==> src/rtl/irq_ctrl_if.sv <==
// Peripheral-bus register port of the interrupt controller: word address,
// single-cycle write strobe, write data and combinational read data.
interface irq_ctrl_if;
  logic [31:2] Addr;
  logic        WE;
  logic [31:0] Din;
  logic [31:0] Dout;

  modport master (output Addr, output WE, output Din, input Dout);
  modport slave  (input Addr, input WE, input Din, output Dout);
endinterface

==> src/rtl/irq_ctrl.sv <==
// Interrupt controller: rising-edge capture into PEND, masking, fixed priority (source 0 highest),
// single in-service interrupt cleared by EOI. Optional ack counter at register 4 under `IRQ_CNT_EN.
module irq_ctrl #(
  parameter int N_SRC = 6
) (
  input  logic             clk,
  input  logic             reset,
  irq_ctrl_if.slave        bus,
  input  logic [N_SRC-1:0] irq_src,
  input  logic             ack,
  output logic             irq_out,
  output logic [1:0]       state_dbg
);

  // Handshakes: a bus write happens in every cycle where WE=1 (one word, no stall);
  // ack is a one-cycle pulse that is only honoured in REQ while a masked-in source is pending.

  typedef enum logic [1:0] {
    ST_IDLE = 2'd0,
    ST_REQ  = 2'd1,
    ST_SERV = 2'd2
  } state_t;

  localparam logic [2:0] A_PEND = 3'd0;
  localparam logic [2:0] A_MASK = 3'd1;
  localparam logic [2:0] A_CUR  = 3'd2;
  localparam logic [2:0] A_EOI  = 3'd3;
  localparam logic [2:0] A_CNT  = 3'd4;

  state_t           state, state_n;
  logic [N_SRC-1:0] pend, pend_n;
  logic [N_SRC-1:0] mask;
  logic [N_SRC-1:0] prev;
  logic             cur_valid;
  logic [3:0]       cur_id;

  logic [2:0]       reg_idx;
  logic             wr_pend, wr_mask, wr_eoi;
  logic [N_SRC-1:0] edges;
  logic [N_SRC-1:0] active;
  logic             any_active;
  logic             ack_take;
  logic             eoi_take;
  logic [3:0]       sel_id;
  logic [N_SRC-1:0] sel_onehot;

  assign reg_idx    = bus.Addr[4:2];
  assign wr_pend    = bus.WE && (reg_idx == A_PEND);
  assign wr_mask    = bus.WE && (reg_idx == A_MASK);
  assign wr_eoi     = bus.WE && (reg_idx == A_EOI);

  assign edges      = irq_src & ~prev;
  assign active     = pend & mask;
  assign any_active = |active;
  assign ack_take   = ack && (state == ST_REQ) && any_active;
  assign eoi_take   = wr_eoi && (state == ST_SERV);

  assign irq_out    = (state == ST_REQ);
  assign state_dbg  = state;

  // Lowest set index of the active vector wins.
  always_comb begin
    sel_id = 4'd0;
    for (int i = N_SRC - 1; i >= 0; i--) begin
      if (active[i]) sel_id = 4'(i);
    end
  end

  always_comb begin
    sel_onehot = '0;
    for (int i = 0; i < N_SRC; i++) begin
      sel_onehot[i] = (sel_id == 4'(i));
    end
  end

  // W1C first, then new edges (set wins), then the ack clear overrides both.
  always_comb begin
    pend_n = pend;
    if (wr_pend) pend_n = pend_n & ~bus.Din[N_SRC-1:0];
    pend_n = pend_n | edges;
    if (ack_take) pend_n = pend_n & ~sel_onehot;
  end

  always_comb begin
    state_n = state;
    case (state)
      ST_IDLE: if (any_active) state_n = ST_REQ;
      ST_REQ: begin
        if (ack_take)        state_n = ST_SERV;
        else if (!any_active) state_n = ST_IDLE;
      end
      ST_SERV: if (eoi_take) state_n = ST_IDLE;
      default: state_n = ST_IDLE;
    endcase
  end

  always_ff @(posedge clk) begin
    if (reset) begin
      state     <= ST_IDLE;
      pend      <= '0;
      mask      <= '0;
      prev      <= '0;
      cur_valid <= 1'b0;
      cur_id    <= 4'd0;
    end else begin
      state <= state_n;
      pend  <= pend_n;
      prev  <= irq_src;
      if (wr_mask) mask <= bus.Din[N_SRC-1:0];
      if (ack_take) begin
        cur_valid <= 1'b1;
        cur_id    <= sel_id;
      end else if (eoi_take) begin
        cur_valid <= 1'b0;
        cur_id    <= 4'd0;
      end
    end
  end

`ifdef IRQ_CNT_EN
  logic [31:0] cnt;

  always_ff @(posedge clk) begin
    if (reset)         cnt <= 32'd0;
    else if (ack_take) cnt <= cnt + 32'd1;
  end
`endif

  always_comb begin
    bus.Dout = 32'd0;
    case (reg_idx)
      A_PEND:  bus.Dout = {{(32 - N_SRC){1'b0}}, pend};
      A_MASK:  bus.Dout = {{(32 - N_SRC){1'b0}}, mask};
      A_CUR:   bus.Dout = {cur_valid, 27'd0, cur_id};
`ifdef IRQ_CNT_EN
      A_CNT:   bus.Dout = cnt;
`endif
      default: bus.Dout = 32'd0;
    endcase
  end

  logic unused_bits;
  assign unused_bits = ^{bus.Addr[31:5], bus.Din[31:N_SRC]};

endmodule

==> src/flat_wrapper.sv <==
// flat-port wrapper written by rule: the top's interface ports become plain ports
module irq_ctrl_flat 
#(
  parameter int N_SRC = 6
)
  (clk, reset, irq_src, ack, irq_out, state_dbg, bus_Addr, bus_WE, bus_Din, bus_Dout);
  irq_ctrl_if bus_i ();
  input  logic clk;
  input  logic reset;
  input  logic [N_SRC-1:0] irq_src;
  input  logic ack;
  output logic irq_out;
  output logic [1:0] state_dbg;
  input wire logic [$bits(bus_i.Addr)-1:0] bus_Addr;
  input wire logic [$bits(bus_i.WE)-1:0] bus_WE;
  input wire logic [$bits(bus_i.Din)-1:0] bus_Din;
  output wire logic [$bits(bus_i.Dout)-1:0] bus_Dout;
  assign bus_i.Addr = bus_Addr;
  assign bus_i.WE = bus_WE;
  assign bus_i.Din = bus_Din;
  assign bus_Dout = bus_i.Dout;
  irq_ctrl #(.N_SRC(N_SRC)) u_core (.clk(clk), .reset(reset), .bus(bus_i), .irq_src(irq_src), .ack(ack), .irq_out(irq_out), .state_dbg(state_dbg));
endmodule
==> config.mk <==
export PLATFORM = sky130hd
export DESIGN_NAME = irq_ctrl_flat
export DESIGN_NICKNAME = d
export VERILOG_FILES = /design/src/rtl/irq_ctrl_if.sv /design/src/rtl/irq_ctrl.sv /design/src/flat_wrapper.sv
export SDC_FILE = /design/constraint.sdc
export NUM_CORES = 1
export LEC_CHECK = 0
export ABC_CLOCK_PERIOD_IN_PS = 1800
export BUFFER_PORTS_ARGS = -buffer_cell sky130_fd_sc_hd__buf_2
export CAP_MARGIN = 20
export CORE_MARGIN = 10
export CORE_UTILIZATION = 30
export DETAILED_ROUTE_END_ITERATION = 7
export GPL_ROUTABILITY_DRIVEN = 0
export PLACE_DENSITY = 0.72
export SLEW_MARGIN = 10
export SYNTH_ARGS = -nofsm -noshare
export SYNTH_HDL_FRONTEND = slang
export SYNTH_SLANG_ARGS = --single-unit
==> constraint.sdc <==
create_clock -name clk -period 1.8 [get_ports clk]
set_input_delay 0.09 -clock clk [delete_from_list [all_inputs] [get_ports clk]]
set_output_delay 0.09 -clock clk [all_outputs]
set_load 0.005 [all_outputs]
Word-level counts from Yosys, hierarchy flattened
Index checks and enable logic that the tools add are counted.
{ "op_classes": {"eq_ne": 13, "mux": 18, "n_bitwise": 8, "n_reduce_logical": 12} }
{ "ops": {"columns": ["cell", "count"], "rows": [
  ["$pmux W32 S3", 1],
  ["$and A6 B6 Y6", 4],
  ["$mux W3", 6],
  ["$not A6 Y6", 3],
  ["$eq A3 B2 Y1 const B", 4],
  ["$mux W6", 2],
  ["$mux W2", 4],
  ["$mux W4", 2],
  ["$eq A3 B1 Y1 const B", 2],
  ["$eq A3 B3 Y1 const B", 2],
  ["$logic_and A1 B1 Y1", 6],
  ["$or A6 B6 Y6", 1],
  ["$pmux W2 S3", 1],
  ["$reduce_or A6 Y1", 1],
  ["$logic_not A4 Y1", 1],
  ["$ne A2 B1 Y1 const B", 2],
  ["$logic_not A3 Y1", 1],
  ["$ne A3 B3 Y1 const B", 1],
  ["$reduce_and A3 Y1", 1],
  ["$eq A2 B1 Y1 const B", 1],
  ["$eq A2 B2 Y1 const B", 1],
  ["$logic_not A2 Y1", 1],
  ["$mux W1", 2],
  ["$reduce_bool A2 Y1", 1]
]} }
{ "word_totals": {"reg_bits": 25, "elab_cells": 57} }

Logic depth before layout (Yosys ltp)
{ "logic_depth": {"ltp_word": 11, "ltp_mapped": 5, "ltp_nobuf": 4} }

Least setup slack after synthesis
Ideal clock, no wire load.
{ "synth_timing": {"path_kind": "register to register", "startpoint": "register u_core.pend[1]", "endpoint": "register u_core.cur_id[2]", "setup_time_ns": 0.058, "arrival_time_ns": 1.219, "slack_ns": 0.523, "stages_incl_launch_ff": 5, "n_path_buf": 0, "cell_sequence": "dfxtp_1 a222oi_1 a31o_2 and3_1 o21ba_1"} }
{ "synth_via": {"elab_chain_len": 4, "elab_cells_between_ends": 7} }
{ "synth_lines": {"columns": ["element", "line", "text"], "rows": [
  ["start: declaration", "irq_ctrl.sv:31", "logic [N_SRC-1:0] pend, pend_n;"],
  ["start signal: assignment", "irq_ctrl.sv:107", "pend <= pend_n;"],
  ["$and A6 B6 Y6 (*)", "irq_ctrl.sv:53", "assign active = pend & mask;"],
  ["$reduce_or A6 Y1 / $mux W3 (equally long branches)", "irq_ctrl.sv:54, irq_ctrl.sv:65", null],
  ["$logic_and A1 B1 Y1 / $mux W3 (equally long branches)", "irq_ctrl.sv:55, irq_ctrl.sv:65", null],
  ["$mux W4 / $reduce_bool A2 Y1 (equally long branches)", null, null],
  ["end signal: assignment", "irq_ctrl.sv:112", "cur_id <= sel_id;"],
  ["end: declaration", "irq_ctrl.sv:35", "logic [3:0] cur_id;"]
]} }
Mark *: on every way between the ends. The rest lies on a longest branch, timed or not.
A chain may end at the register's enable or synchronous reset.

Final worst setup path
Ends and elaborated chain as after synthesis.

==> summary.md <==
| Metric | Value |
|---|---|
| Max stage delay on crit path | `0.47 ns` |
| R2R cell count | `4` |
| Ys Warns | `0` |
| Worst vdd ir | `0.000398 V` |
| Ant diodes | `0` |
| Largest net degree at the start of global routing | `26` |
| Clock tree buffer depth | `2` |
| Avg WL per Cell | `13.6 microns` |
| Most frequent cell after synthesis | `buf_4` |
| Initial core utilization | `0.311` |
| Post-synthesis mux area share | `0.0886` |
| Num ports | `107` |
| First-pass GRT wire length | `4.95 mm` |
| Die Y | `87.2 microns` |
| Crit end category | `flop` |
| Seq pwr share | `0.538` |
| Critical path's top delay family | `compound AO/OA/AOI/OAI gates` |
| Endpoints failing hold | `0` |
| Static leakage | `0.677 nW` |
| Most used DFF post-synth | `dfxtp_1` |
| I/O Buffers | `28` |
| R2R Path End | `u_core.cur_id[2]` |
| Total Routed Length | `3.16 mm` |
| GRT overflow | `0` |
| Tmin final | `1.44 ns` |
| Synth async-reset ratio | `0` |
| Vias in the first global route | `1023` |
| Vias | `1077` |
| Number of fill cells in the layout | `461` |
| H-tree level count | `1` |
| Residual DRC count | `0` |
| Worst Path Required | `2.02 ns` |
| Hold Crit Depth | `2` |
| Compound-Gate Fraction of Synth Area | `0.148` |
| Startpoint Class | `flop` |
| Post-DR vias/cell | `4.64` |
| Chip width | `87.2 microns` |
| Final setup margin | `0.358 ns` |
| Max frequency | `0.694 GHz` |
| Pre-CTS WS | `0.381 ns` |
| RSZ-0062 raised after global routing | `no` |
| Top cells by area, synth | `dfxtp_1 (35%), buf_4 (14%), mux2i_1 (8.9%)` |
| Detailed placement HPWL | `2.46 mm` |
| Outcome | `finished, final reports clean` |
| Switching pwr | `0.256 mW` |
| Main combinational cell family by area after synthesis | `simple AND/OR/NAND/NOR gates` |
| Clk root buf | `clkbuf_8` |
| Critical-path cell list | `a222oi_1 > a31o_2 > and3_1 > o21ba_1` |
| Worst hold endpoint | `u_core.prev[4]` |
| Core Box Area | `4350 sq um` |
| Most area-hungry cell type in the Yosys netlist | `dfxtp_1` |
| Fraction of synthesized cell area in xor and xnor cells | `0` |
| Row Count | `24` |
| Yosys cell types | `34` |
| Sw Share | `0.242` |
| Internal | `0.800 mW` |
| Most common library cells after synthesis | `buf_4 (26), dfxtp_1 (24), nor2_1 (14), nor2b_1 (14), a21oi_1 (13)` |
| Setup_tns | `0 ns` |
| Clock power frac | `0.345` |
| Flops & latches, synth | `24` |
| R2R Setup Slk | `0.36 ns` |
| Clk_lat worst skew | `0.27 ns` |
| Tot GR Track Use | `0.0790` |
| Share of post-route cells with drive strength above 1 | `0.217` |
| Share of the yosys chip area belonging to registers | `0.354` |
| Syn Inst Count | `152` |
| Worst-path maximum fanout | `6` |
| Slew Viols, Final | `0` |
| Initial antenna violation count | `0` |
| Post-synthesis simple-gate area fraction | `0.237` |
| Area Growth Syn to Fin | `10.5%` |
| Final number of setup-violating endpoints | `0` |
| TritonCTS clock tree | `done` |
| Worst Path Buf+Inv | `0` |
| Clock buffer count from CTS | `3` |
| Critical path's slowest cell | `a222oi_1` |
| Pwr dens | `705 nW/um^2` |
| Clock transition at path regs | `0.09 ns` |
| Post-CTS Hold Fix Bufs | `0` |
| Comb power frac | `0.117` |
| DRT Pass-1 Iters | `4` |
| Number of enable flip-flop cells after synthesis | `0` |
| Nets@finish | `253` |
| Setup skew after layout | `0.00670 ns` |
| Num Clock Sinks | `24` |
| Top cell type's share of synthesized area | `0.354` |
| Post-Synth Adder-Cell Area | `0` |
| Post-CTS Setup Inserts | `0` |
| Maxcap violations | `0` |
| CP arrival | `1.66 ns` |
| Final ANT Viol Nets | `0` |
| Utilization after layout | `0.344` |
| Total die area | `7610 sq um` |
| Reg2reg start | `u_core.pend[1]` |
| Worst Hold Launch | `irq_src[4]` |
| Worst Hold Class | `in -> reg` |
| WS Path Type | `reg -> reg` |
| Post-Syn Area | `1360 sq um` |
| Post-CTS resize count | `0` |
| Part of the cycle the worst path needs | `0.801` |
| Mean Syn Cell Area | `8.92 sq um` |
| Initial DRC count | `77` |
[power groups by stage]
stage	clock network, mW	registers [mW]	logic [mW]
finish	0.364	0.568	0.124
global route	0.403	0.572	0.141
CTS	0.376	0.568	0.123
detailed placement	0	0.580	0.122
global placement	0	0.579	0.120
floorplan	0	0.576	0.125
[cells by family (layout without fill, tap and decap cells)]
group,count (synthesis),in the layout
AO/OA/AOI/OAI,29,29
buffers and inverters,31,35
flip-flops,24,24
multiplexers,12,12
other,1,25
AND/OR/NAND/NOR,55,55
[worst max path at each step]
stage              startpoint          endpoint  cells past startpoint
3_5_place_dp   u_core.pend[1]  u_core.cur_id[2]                      4
2_1_floorplan  u_core.pend[1]  u_core.cur_id[2]                      4
6_report       u_core.pend[1]  u_core.cur_id[2]                      4
4_1_cts        u_core.pend[1]  u_core.cur_id[2]                      4
3_3_place_gp   u_core.pend[1]  u_core.cur_id[2]                      4
5_1_grt        u_core.pend[1]  u_core.cur_id[2]                      4
[through the flow]
step / hold slack, ns / power (mW) / instances / cell area [sq um]
after global placement: 0.312 / 0.699 / 228 / 1440
final: 0.0356 / 1.06 / 232 / 1500
after floorplan: 0.162 / 0.701 / 176 / 1450
after CTS: 0.0347 / 1.07 / 232 / 1500
after global routing: 0.0373 / 1.12 / 232 / 1500
after detailed placement: 0.317 / 0.702 / 228 / 1440
[worst register-to-register path, stage by stage, from the launching register on]
cell	delay [ns]
dfxtp_1	0.34
a222oi_1	0.47
a31o_2	0.31
and3_1	0.17
o21ba_1	0.11
[layout make-up]
class | instances | area [sq um] | share of cell area
tap | 52 | 65.1 | 0.0434
clock buffer | 4 | 55.1 | 0.0367
timing repair buffer | 31 | 163 | 0.109
sequential | 24 | 480 | 0.321
multi-input combinational | 121 | 736 | 0.491
[registers in the layout, summed over array words and instances, names as in the netlist]
name	flops
u_core.cur_valid	1
u_core.pend	6
u_core.cur_id	3
u_core.prev	6
u_core.mask	6
u_core.state_dbg	2
[per-layer routing]
layer | GRT usage | vias up | wire [microns]
li1 | - | 541 | -
met1 | 0.102 | 488 | 1450
met2 | 0.119 | 46 | 1320
met3 | 0.0356 | 2 | 385
met4 | 0.0130 | 0 | 11
met5 | 0 | - | 0
[cell usage in the layout (no fill, tap or decap)]
cell	Yosys	layout
buf_2	1	28
conb_1	1	25
dfxtp_1	24	24
nor2b_1	14	14
nor2_1	14	14
a21oi_1	13	13
mux2i_1	12	12
nand2_1	11	11
nor3_1	4	4
clkbuf_8	0	4
a211oi_1	3	3
buf_4	26	3
and3b_1	2	2
nand3b_1	2	2
and2_1	2	2
a311oi_1	2	2
nor4b_2	1	1
a222oi_1	1	1
a22oi_1	1	1
a211o_1	1	1
a31oi_1	1	1
a221o_1	1	1
o211a_1	1	1
nor4bb_1	1	1
a31o_2	1	1
nand4b_4	1	1
or3b_4	1	1
a32oi_1	1	1
o211ai_1	1	1
nand4b_1	1	1
o31ai_1	1	1
and3_1	1	1
o21ba_1	1	1
(Power assumes the default switching activity.)
